--- src/rtl/word_rotator_seq.sv ---
// Sequential cyclic byte rotator for key-schedule words.
// A captured word is rotated one byte position per clock, in the captured
// direction, until the captured byte count runs out. The result is then held
// on the output until the consumer takes it.
module word_rotator_seq #(
  parameter int BYTE       = 8,
  parameter int WORD_BYTES = 4,
  parameter int AMT_W      = 3
) (
  input  logic                       clk,
  input  logic                       reset,
  input  logic                       in_valid,
  output logic                       in_ready,
  input  logic [BYTE*WORD_BYTES-1:0] in_word,
  input  logic [AMT_W-1:0]           in_amount,
  input  logic                       in_dir,
  output logic                       out_valid,
  input  logic                       out_ready,
  output logic [BYTE*WORD_BYTES-1:0] out_word,
  output logic                       busy
);

  localparam int WORD = BYTE * WORD_BYTES;

  typedef enum logic [1:0] {
    IDLE   = 2'd0,
    ROTATE = 2'd1,
    HOLD   = 2'd2
  } state_t;

  state_t            state_q, state_d;
  logic [WORD-1:0]   word_q, word_d;
  logic [WORD-1:0]   res_q, res_d;
  logic [AMT_W-1:0]  cnt_q, cnt_d;
  logic              dir_q, dir_d;

  // One byte position of cyclic rotation; dir 0 moves the MSB byte to the LSB.
  function automatic logic [WORD-1:0] rot1(input logic [WORD-1:0] w, input logic dir);
    if (dir) rot1 = {w[BYTE-1:0], w[WORD-1:BYTE]};
    else     rot1 = {w[WORD-BYTE-1:0], w[WORD-1:WORD-BYTE]};
  endfunction

  // State and datapath registers; reset clears everything, including the result.
  always_ff @(posedge clk) begin
    if (reset) begin
      state_q <= IDLE;
      word_q  <= '0;
      res_q   <= '0;
      cnt_q   <= '0;
      dir_q   <= 1'b0;
    end else begin
      state_q <= state_d;
      word_q  <= word_d;
      res_q   <= res_d;
      cnt_q   <= cnt_d;
      dir_q   <= dir_d;
    end
  end

  // Next-state, datapath update and handshake outputs.
  always_comb begin
    state_d   = state_q;
    word_d    = word_q;
    res_d     = res_q;
    cnt_d     = cnt_q;
    dir_d     = dir_q;
    in_ready  = 1'b0;
    out_valid = 1'b0;
    unique case (state_q)
      IDLE: begin
        in_ready = 1'b1;
        if (in_valid) begin
          word_d = in_word;
          cnt_d  = in_amount;
          dir_d  = in_dir;
          if (in_amount == '0) begin
            // Zero rotation: the captured word is already the result.
            res_d   = in_word;
            state_d = HOLD;
          end else begin
            state_d = ROTATE;
          end
        end
      end
      ROTATE: begin
        word_d = rot1(word_q, dir_q);
        cnt_d  = cnt_q - AMT_W'(1);
        if (cnt_q == AMT_W'(1)) begin
          // Last step: publish the result only now so out_word never shows
          // partially rotated words.
          res_d   = rot1(word_q, dir_q);
          state_d = HOLD;
        end
      end
      HOLD: begin
        out_valid = 1'b1;
        if (out_ready) state_d = IDLE;
      end
      default: state_d = IDLE;
    endcase
  end

  assign out_word = res_q;
  assign busy     = (state_q != IDLE);

endmodule

--- config.mk ---
export PLATFORM = sky130hd
export DESIGN_NAME = word_rotator_seq
export DESIGN_NICKNAME = d
export VERILOG_FILES = /design/src/rtl/word_rotator_seq.sv
export SDC_FILE = /design/constraint.sdc
export NUM_CORES = 1
export LEC_CHECK = 0
export ABC_AREA = 1
export BUFFER_PORTS_ARGS = -buffer_cell sky130_fd_sc_hd__buf_2
export CELL_PAD_IN_SITES_DETAIL_PLACEMENT = 0
export CELL_PAD_IN_SITES_GLOBAL_PLACEMENT = 2
export CORE_ASPECT_RATIO = 0.6
export CORE_UTILIZATION = 29
export CTS_CLUSTER_SIZE = 16
export DETAILED_ROUTE_END_ITERATION = 16
export PLACE_DENSITY_LB_ADDON = 0.15
export SLEW_MARGIN = 5
export SYNTH_ARGS = -nofsm -noshare
export SYNTH_HDL_FRONTEND = slang
export SYNTH_SLANG_ARGS = --single-unit
--- constraint.sdc ---
create_clock -name clk -period 1.8 [get_ports clk]
set_input_delay 0.36 -clock clk [delete_from_list [all_inputs] [get_ports clk]]
set_output_delay 0.36 -clock clk [all_outputs]
set_load 0.005 [all_outputs]
### After elaboration in Yosys (flattened, before gate mapping)

Index checks and enable logic that the tools add are counted.
Widths: inputs -> output; s select.

| operators by class | value |
|---|---|
| $add $sub $neg | 1 |
| equality and inequality tests | 7 |
| multiplexer cells | 16 |
| reductions and logical operators | 8 |

Operator list:

| operator | number |
|---|---|
| $mux 32 | 5 |
| $pmux 32 s2 | 2 |
| $mux 2 | 4 |
| $ne 2x2->1 const B | 4 |
| $pmux 2 s3 | 1 |
| $pmux 3 s2 | 1 |
| $reduce_and 2->1 | 2 |
| $reduce_and 4->1 | 1 |
| $reduce_bool 2->1 | 2 |
| $eq 3x1->1 const B | 1 |
| $logic_not 3->1 | 1 |
| $mux 3 | 1 |
| $reduce_and 3->1 | 1 |
| $sub 3x1->3 const B | 1 |
| $eq 2x1->1 const B | 1 |
| $eq 2x2->1 const B | 1 |
| $logic_not 2->1 | 1 |
| $mux 1 | 2 |

| storage, ports and cells | value |
|---|---|
| register bits | 70 |
| input port bits | 40 |
| logic and storage cells | 37 |
| output and inout port bits | 35 |

### Logic depth before layout (Yosys ltp)

Gate-level depths: netlist of run 1.

| logic depth | value |
|---|---|
| depth after elaboration | 4 |
| mapped depth | 10 |
| mapped depth without buffers | 8 |

### Worst setup path after synthesis of run 1

OpenSTA, ideal clock, no wires.

| timing path | value |
|---|---|
| path type | reg2reg |
| start | register state_q[1] |
| end | register word_q[10] |
| stages on the path, launching flop included | 9 |
| path buffers | 2 |
| arrival | 1.202 ns |
| slack | 0.485 ns |
| clock period less this slack | 1.315 ns |
| setup time | 0.113 ns |
| required time | 1.687 ns |
| cells stage by stage | dfxtp_1 nor2_2 nand2_1 nand2_1 buf_4 buf_4 a21oi_1 o21ai_1 inv_1 |

| on the way | value |
|---|---|
| cells in the longest elaborated chain, start to end | 3 |
| elaborated cells between the ends (all ways) | 6 |
| those cells by class | eq/ne (2); mux (1); reduce/logical (3) |

Ends and longest elaborated chain:

| what | RTL line | RTL |
|---|---|---|
| start: declaration | 31 | `state_t state_q, state_d;` |
| start signal: assignment | 52 | `state_q <= state_d;` |
| $eq 2x1->1 / $logic_not 2->1 (equally long branches) | 69 | `unique case (state_q)` |
| $reduce_bool 2->1 (no line) / $ne 2x2->1 (equally long branches) | -- |  |
| $reduce_and 2->1 (no line) | -- |  |
| end signal: assignment | 53 | `word_q <= word_d;` |
| end: declaration | 32 | `logic [WORD-1:0] word_q, word_d;` |

Several ways; a longest one is shown, not always the timed one.
A chain may end at the register's enable or synchronous reset.

### Final worst setup path of run 1

| timing path | value |
|---|---|
| start | register state_q[0] |
| end | register res_q[30], in the netlist out_word[30] |

| on the way | value |
|---|---|
| cells in the longest elaborated chain, start to end | 3 |
| elaborated cells between the ends (all ways) | 8 |
| those cells by class | eq/ne (4); mux (1); reduce/logical (3) |

Ends and longest elaborated chain:

| what | RTL line | RTL |
|---|---|---|
| $eq 2x1->1 / $logic_not 2->1 (equally long branches) | 69 |  |
| $ne 2x2->1 (no line) / $reduce_bool 2->1 (equally long branches) | -- |  |
| $reduce_and 4->1 (no line) | -- |  |
| end signal: assignment | 54 | `res_q <= res_d;` |
| end: declaration | 33 | `logic [WORD-1:0] res_q, res_d;` |

Several ways; a longest one is shown, not always the timed one.

==> results of run 1 <==
## per-layer routing
layer / share of wire (%) / vias to the layer above
li1: - / 1864
met1: 55 / 1565
met2: 39 / 71
met3: 4.6 / 12
met4: 1.1 / 0
met5: 0 / -
## cell families after synthesis
family,Yosys count
buffers and inverters,139
AOI/OAI and AO/OA,106
adders and majority gates,2
DFF,70
and+or+nand+nor,254
## worst max-delay path, cell delays in order (launching register included)
cell and delay [ns]:
dfxtp_1 0.45, inv_2 0.08, nor2_4 0.13, nand2_1 0.11
nand3_2 0.11, buf_12 0.26, buf_4 0.20, nand2_1 0.05
nand2_1 0.06, nor2_1 0.05
## layout by cell type, fill, tap and decap left out, types with 5 or more instances in the layout
master,netlist,layout
dfxtp_1,70,69
o211ai_1,31,31
buf_12,0,5
a21oi_1,35,35
clkbuf_16,0,9
nand2_1,177,176
o21ai_1,32,32
inv_1,102,102
nor2_1,71,71
buf_2,9,74
o21ai_0,5,5
## metrics by stage
step | setup slack [ns] | cells | utilization [%]
final | 0.193 | 800 | 36.4
after global routing | 0.0223 | 800 | 36.4
after CTS | 0.170 | 800 | 36.4
after detailed placement | 0.183 | 785 | 34.1
after global placement | 0.256 | 785 | 34.1
after floorplan | 0.485 | 571 | -
## cells in the mapped netlist
master    number  area (sq um)
a21oi_1       35           175
buf_1          6          22.5
buf_2          9          45.0
buf_4         11          82.6
clkbuf_1       8          30.0
dfxtp_1       70          1400
ha_1           2          25.0
inv_1        102           383
inv_2          3          11.3
nand2_1      177           664
nand3_1        4          20.0
nor2_1        71           267
nor2_2         1          6.26
nor2_4         1          11.3
o211ai_1      31           233
o21a_1         2          15.0
o21ai_0        5          25.0
o21ai_1       32           160
o22ai_1        1          6.26
## worst paths after layout
check                    start      endpoint  slack, ns  cells past startpoint
setup / recovery    state_q[0]  out_word[30]       0.19                      9
hold / removal          in_dir         dir_q       0.30                      3
setup reg to reg    state_q[0]  out_word[30]       0.19                      9
hold reg to reg   out_word[13]  out_word[13]       0.51                      4
## power groups by stage
stage | clock network, uW | registers, uW | logic, uW
2_1_floorplan | 0 | 2580 | 2630
3_3_place_gp | 0 | 2640 | 3780
4_1_cts | 1710 | 2630 | 3820
3_5_place_dp | 0 | 2650 | 3790
5_1_grt | 1780 | 2720 | 4350
6_report | 1650 | 2620 | 3750
## layout make-up
class                      count  area (sq um)  area share [%]
timing repair buffer          83           500            11.4
tap                          165           206            4.70
sequential                    70          1400            32.0
clock inverter                 1          5.00           0.114
inverter                     105           394            8.98
multi-input combinational    362          1620            36.8
clock buffer                  14           264            6.02
## registers in the layout, indices dropped and copies added, names as in the netlist
register and flops:
cnt_q 3, out_word 32, word_q 32, state_q 2, dir_q 1
==> qor.yml, run 1 <==
placement:
  place_area_sq_um: 4120
  gp_congestion: 0.783
  io_buffers: 74
  post-dp-hpwl_um: 7510
yosys:
  ys_warn_count: 0
  synth_cells: 571
  netlist_area_sq_um: 3580
  synth-simple-area-share_pct: 27.0
  ys_types: 19
  synthMuxAreaShare_pct: 0
  synthXorXnorAreaFrac_pct: 0
  ys_seq_area_share_pct: 39.1
  synth_compound_area_share_pct: 17.1
  syn-num-nets: 613
  synth.avg_cell_area_sq_um: 6.28
  synth_top_family_by_area: "simple AND/OR/NAND/NOR gates"
  synth-adder-area-share_pct: 0.698
  synth-seq-cells: 70
power:
  leakagePower_uw: 0.00240
  p_int_uw: 4580
  finalPower_uw: 8030
  p_per_area_nw_per_um2: 1830
  p_sw_uw: 3440
  pwr-share-clk_pct: 20.6
  p_seq_share_pct: 32.7
  max-vdd-ir-drop_uv: 794
  switching_share_pct: 42.9
  pwr-share-comb_pct: 46.7
die:
  initial_core_util_pct: 29.7
  rows: 31
  dieHeight_um: 88.1
  ios: 75
  dieArea_sq_um: 12800
  core_area_sq_um: 12100
  die_w_um: 146
global_routing:
  grt_pass1_vias: 3222
  grt.total_usage_pct: 17.8
  grt_pass1_wl_um: 17300
  grt_util_met3_pct: 4.43
  grt_start_max_net_pins: 66
  grt_use_met1_pct: 26.5
  use_met2_pct: 24.8
  overflow: 0
  grt-busiest-layer: "met1"
  grt_antenna_before_repair: 0
sta:
  relSlewSlack_pct: 71.8
  final.period_utilization_pct: 89.3
  hold_violations: 0
  period_needed_ns: 1.61
  maxSlewViolCount: 0
  setup_violations: 0
  tightest_slew_ns: 0.423
  rsz0062_at_grt: "false"
  fin_skew_ns: 0.00645
  whs_ns: 0.303
  setup_tns_ns: 0
  max_freq_mhz: 622
final_layout:
  antenna_cells: 0
  final_nets: 673
  area_growth_pct: 22.5
  drive_above_1_share_pct: 16.2
  postLayoutCellArea_sq_um: 4390
  n_fill_cell: 1336
drt:
  finalWirelength_um: 10800
  viasPerCell: 4.39
  num_vias: 3512
  drt-pass1-iter-count: 4
  drc: 0
  wl_per_cell_um: 13.5
  ant_nets: 0
  drt-initial-drc-count: 187
setup_path:
  start_kind: "flop"
  required_ns: 2.03
  worstSetupPathType: "flop to flop"
  crit_arrival_ns: 1.84
  cp-end-kind: "flop"
  crit_fanout: 59
clock_network:
  numCtsBuffers: 9
  postCtsSetupBuffers: 0
  cts_hold_buf: 0
  clkLatencyLatePin_ns: 0.33
  cts_tree: "done"
  htreeDepth: 3
  clockRootBuffer: "clkbuf_16"
  cts.repair.resized: 0
  clkSinkCount: 70
  clkTransAtPathRegs_ns: 0.06
  clock_path_buffers: 2
flow_run:
  drv_cap: 0
run_status:
  status: "complete, no violations"
worst_hold_path:
  hp-class: "primary input to flop"
Power figures use the tool's default switching activity.
==> run 2: changes to the inputs <==
- ABC_AREA: 1 -> default
- CORE_UTILIZATION: 29 -> 32
==> qor.yml, run 2 <==
yosys:
  synth-seq-cells: 70
  netlist.area_leader.share_pct: 40.8
  ys_warn_count: 0
  yosysTopAreaCell: "dfxtp_1"
  ys_dominant_reg_cell: "dfxtp_1"
  syn-num-nets: 451
  synth.avg_cell_area_sq_um: 8.41
  synth_area_leaders: "dfxtp_1 (41%), mux2i_1 (9.9%), a21oi_1 (9.5%)"
  synth.most_common_cell: "dfxtp_1"
  synth_edf_count: 0
  async_reset_ff_share_pct: 0
  netlist_area_sq_um: 3440
  ys_seq_area_share_pct: 40.8
  ys_types: 28
  ys_top_cells_by_count: "dfxtp_1 (70), nand2_1 (66), a21oi_1 (65)"
  synth_cells: 409
global_routing:
  grt.total_usage_pct: 19.9
  grt_antenna_before_repair: 0
  grt_pass1_wl_um: 16700
  grt_start_max_net_pins: 71
  overflow: 0
  grt_pass1_vias: 3113
setup_path:
  cp_cell_sequence: "buf_4 -> nor2b_1 -> buf_2"
  worstSetupPathType: "flop to primary output"
  start_kind: "flop"
  path_buf_inv: 2
  crit_slowest_cell: "dfxtp_1"
  cp_top_family: "flip-flops"
  crit_arrival_ns: 1.21
  r2r_setup_slack_ns: 0.27
  cp-end-kind: "primary output"
  cp_slowest_stage_delay_ns: 0.39
  crit_fanout: 10
  required_ns: 1.44
drt:
  ant_nets: 0
  drc: 0
  drt-pass1-iter-count: 4
  drt-initial-drc-count: 221
  num_vias: 3296
  viasPerCell: 5.41
  finalWirelength_um: 10600
  wl_per_cell_um: 17.4
placement:
  io_buffers: 74
  pre_cts_slack_ns: 0.124
  post-dp-hpwl_um: 7240
  place_area_sq_um: 3990
  gp_congestion: 0.769
sta:
  max_freq_mhz: 636
  rsz0062_at_grt: "false"
  fin_skew_ns: 0.00497
  hold_violations: 0
  tightest_slew_ns: 0.349
  period_needed_ns: 1.57
  setup_tns_ns: 0
  whs_ns: 0.257
  relSlewSlack_pct: 76.1
  maxSlewViolCount: 0
  setup_violations: 0
  finalWorstSetupSlack_ns: 0.229
  final.period_utilization_pct: 87.3
clock_network:
  postCtsSetupBuffers: 0
  clkTransAtPathRegs_ns: 0.06
  clkSinkCount: 70
  htreeDepth: 3
  clock_path_buffers: 2
  clkLatencyLatePin_ns: 0.33
  numCtsBuffers: 9
  cts_hold_buf: 0
  cts_tree: "done"
  clockRootBuffer: "clkbuf_16"
final_layout:
  drive_above_1_share_pct: 24.3
  layout_commonest_cell: "buf_2"
  final_cell_mix: "buf_2 (74), dfxtp_1 (69), nand2_1 (66)"
  postLayoutCellArea_sq_um: 4260
  area_growth_pct: 23.8
  n_fill_cell: 1067
  antenna_cells: 0
  final_nets: 511
die:
  dieHeight_um: 82.3
  initial_core_util_pct: 33.8
  core_area_sq_um: 10200
  dieArea_sq_um: 11200
  die_w_um: 136
  ios: 75
  rows: 28
power:
  max-vdd-ir-drop_uv: 572
  finalPower_uw: 4650
  p_per_area_nw_per_um2: 1090
  leakagePower_uw: 0.00157
run_status:
  status: "complete, no violations"
flow_run:
  drv_cap: 0
worst_hold_path:
  hp-class: "primary input to flop"
run 2: worst register-to-register path: stages (launching register included):
cell	delay (ns)
dfxtp_2	0.54
buf_4	0.24
mux2i_1	0.24
nand2_1	0.11
o211ai_1	0.17
a21oi_1	0.11
run 2: timing repair:
item | in CTS | in global routing
gates resized for setup | 0 | 1
setup endpoints to repair | 0 | 20
hold endpoints to repair | 0 | 0
run 2: stage by stage:
stage	util, %	std cells
5_1_grt	41.9	609
3_3_place_gp	39.2	593
3_5_place_dp	39.2	593
6_report	41.9	609
4_1_cts	41.9	609
2_1_floorplan	-	409
run 2: cell type report:
type | count | area, sq um | area share, %
Clock buffer | 11 | 243 | 5.70
Clock inverter | 5 | 25.0 | 0.588
Inverter | 3 | 11.3 | 0.265
Multi-Input combinational cell | 292 | 1820 | 42.7
Sequential cell | 70 | 1400 | 33.0
Tap cell | 135 | 169 | 3.97
Timing Repair Buffer | 93 | 588 | 13.8
run 2: report_power, final:
part / switching, uW / internal (uW) / leakage, uW / total (uW)
registers: 126 / 1740 / 0.000575 / 1860
clock network: 655 / 957 / 0.000139 / 1610
logic: 697 / 473 / 0.000860 / 1170
total: 1480 / 3170 / 0.00157 / 4650
run 2: final timing paths:
check / start / to / depth (start not counted)
worst min-delay path: in_dir / dir_q / 3
worst max-delay path: state_q[1] / out_valid / 3
worst max register to register: dir_q / word_q[22] / 5
worst min register to register: out_word[6] / out_word[6] / 2
run 2: cells by family after synthesis:
| family | after synthesis | share of synthesized area [%] |
|---|---|---|
| compound gates | 170 | 31.2 |
| fa+ha+maj | 2 | 0.728 |
| buf+inv | 47 | 6.73 |
| flops | 70 | 40.8 |
| mux | 34 | 9.90 |
| simple gates | 86 | 10.7 |
run 2: routing by layer:
layer | up-vias | track usage, % | part of all wire [%] | wire length [um]
met2 | 66 | 29.8 | 43 | 4510
met5 | - | 0 | 0 | 0
met1 | 1579 | 28.3 | 53 | 5650
met3 | 4 | 4.52 | 3.5 | 372
met4 | 0 | 5.73 | 0.45 | 48
li1 | 1647 | - | - | -
==> run 3: changes to the inputs <==
- CORE_ASPECT_RATIO: 0.6 -> default
- TNS_END_PERCENT: default -> 20
==> qor.yml, run 3 (synthesis results as in run 2) <==
drt:
  num_vias: 3298
  drt-pass1-iter-count: 4
  ant_nets: 0
  wl_per_cell_um: 17.2
  viasPerCell: 5.44
  finalWirelength_um: 10400
  drt-initial-drc-count: 162
  drc: 0
final_layout:
  antenna_cells: 0
  final_cell_mix: "buf_2 (74), dfxtp_1 (69), nand2_1 (66)"
  layout_commonest_cell: "buf_2"
  n_fill_cell: 1126
  drive_above_1_share_pct: 23.8
  instances_no_fill: 606
  area_growth_pct: 20.4
  final_nets: 508
clock_network:
  cts_hold_buf: 0
  clkSinkCount: 70
  cts_tree: "done"
  clockRootBuffer: "clkbuf_8"
  clock_path_buffers: 2
  clkTransAtPathRegs_ns: 0.08
  htreeDepth: 3
  cts.repair.resized: 0
  numCtsBuffers: 9
  postCtsSetupBuffers: 0
  clkLatencyLatePin_ns: 0.35
sta:
  period_needed_ns: 1.61
  setup_tns_ns: 0
  setup_violations: 0
  max_freq_mhz: 620
  maxSlewViolCount: 0
  hold_violations: 0
  rsz0062_at_grt: "false"
  tightest_slew_ns: 0.579
  fin_skew_ns: 0.0110
  final.period_utilization_pct: 89.6
  relSlewSlack_pct: 61.4
global_routing:
  grt_util_met3_pct: 4.21
  grt_pass1_wl_um: 16800
  grt.total_usage_pct: 19.1
  grt_antenna_before_repair: 0
  grt-busiest-layer: "met2"
  grt_start_max_net_pins: 71
  grt_pass1_vias: 3130
  grt_use_met1_pct: 25.8
  use_met2_pct: 31.0
  overflow: 0
power:
  max-vdd-ir-drop_uv: 432
  leakagePower_uw: 0.00151
  p_per_area_nw_per_um2: 1010
die:
  dieArea_sq_um: 11200
  core_area_sq_um: 10400
  die_w_um: 106
  initial_core_util_pct: 33.2
  ios: 75
  dieHeight_um: 106
  rows: 37
placement:
  io_buffers: 74
  dp_cells: 591
  post-dp-hpwl_um: 6910
  gp_congestion: 0.788
setup_path:
  crit_arrival_ns: 1.88
  cp_slowest_stage_delay_ns: 0.54
  required_ns: 2.07
  crit_slowest_cell: "and2_2"
  start_kind: "flop"
  cp_top_family: "simple AND/OR/NAND/NOR gates"
  worstSetupPathType: "flop to flop"
  cp_cell_sequence: "inv_1 -> ha_1 -> nand2b_1 -> and2_2 -> o21ai_0 -> a21oi_1"
  crit_fanout: 33
  cp-end-kind: "flop"
  path_buf_inv: 1
flow_run:
  drv_cap: 0
run_status:
  status: "complete, no violations"
worst_hold_path:
  hp-class: "primary input to flop"
[run 3: final timing paths]
check / cells past startpoint / end / slack (ns) / from
worst max-delay path: 6 / out_word[5] / 0.19 / cnt_q[1]
worst min-delay path: 3 / dir_q / 0.26 / in_dir
worst max register to register: 6 / out_word[5] / 0.19 / cnt_q[1]
worst min register to register: 2 / out_word[19] / 0.47 / out_word[19]
[run 3: worst min-delay path, cell delays in order]
cell     delay (ns)
buf_2          0.08
mux2i_1        0.05
nor2_1         0.07
[run 3: area by class of cell]
cell class,instances,area [sq um],area share (%)
Sequential cell,70,1400,33.9
Clock inverter,4,22.5,0.544
Clock buffer,11,151,3.66
Multi-Input combinational cell,292,1820,43.9
Tap cell,136,170,4.11
Inverter,3,11.3,0.272
Timing Repair Buffer,90,566,13.7
[run 3: metrics by stage]
stage / hold slack [ns] / area [sq um] / utilization [%] / power [uW] / worst slack (ns)
2_1_floorplan: 0.448 / 3440 / - / 2610 / 0.480
3_3_place_gp: 0.462 / 3970 / 38.2 / 3040 / 0.142
3_5_place_dp: 0.464 / 3970 / 38.2 / 3050 / 0.127
4_1_cts: 0.248 / 4140 / 39.9 / 4220 / 0.162
5_1_grt: 0.291 / 4140 / 39.9 / 4420 / 0.0125
6_report: 0.256 / 4140 / 39.9 / 4180 / 0.188
[run 3: report_power, final]
group / internal [uW] / switching (uW)
logic: 460 / 684
clock network: 561 / 612
registers: 1730 / 130
total: 2750 / 1430
[run 3: routing by layer]
metal | share of wire (%) | vias up | routed length (um)
met5 | 0 | - | 0
li1 | - | 1631 | -
met2 | 46 | 62 | 4830
met1 | 50 | 1595 | 5180
met4 | 1.1 | 0 | 120
met3 | 3.0 | 10 | 315
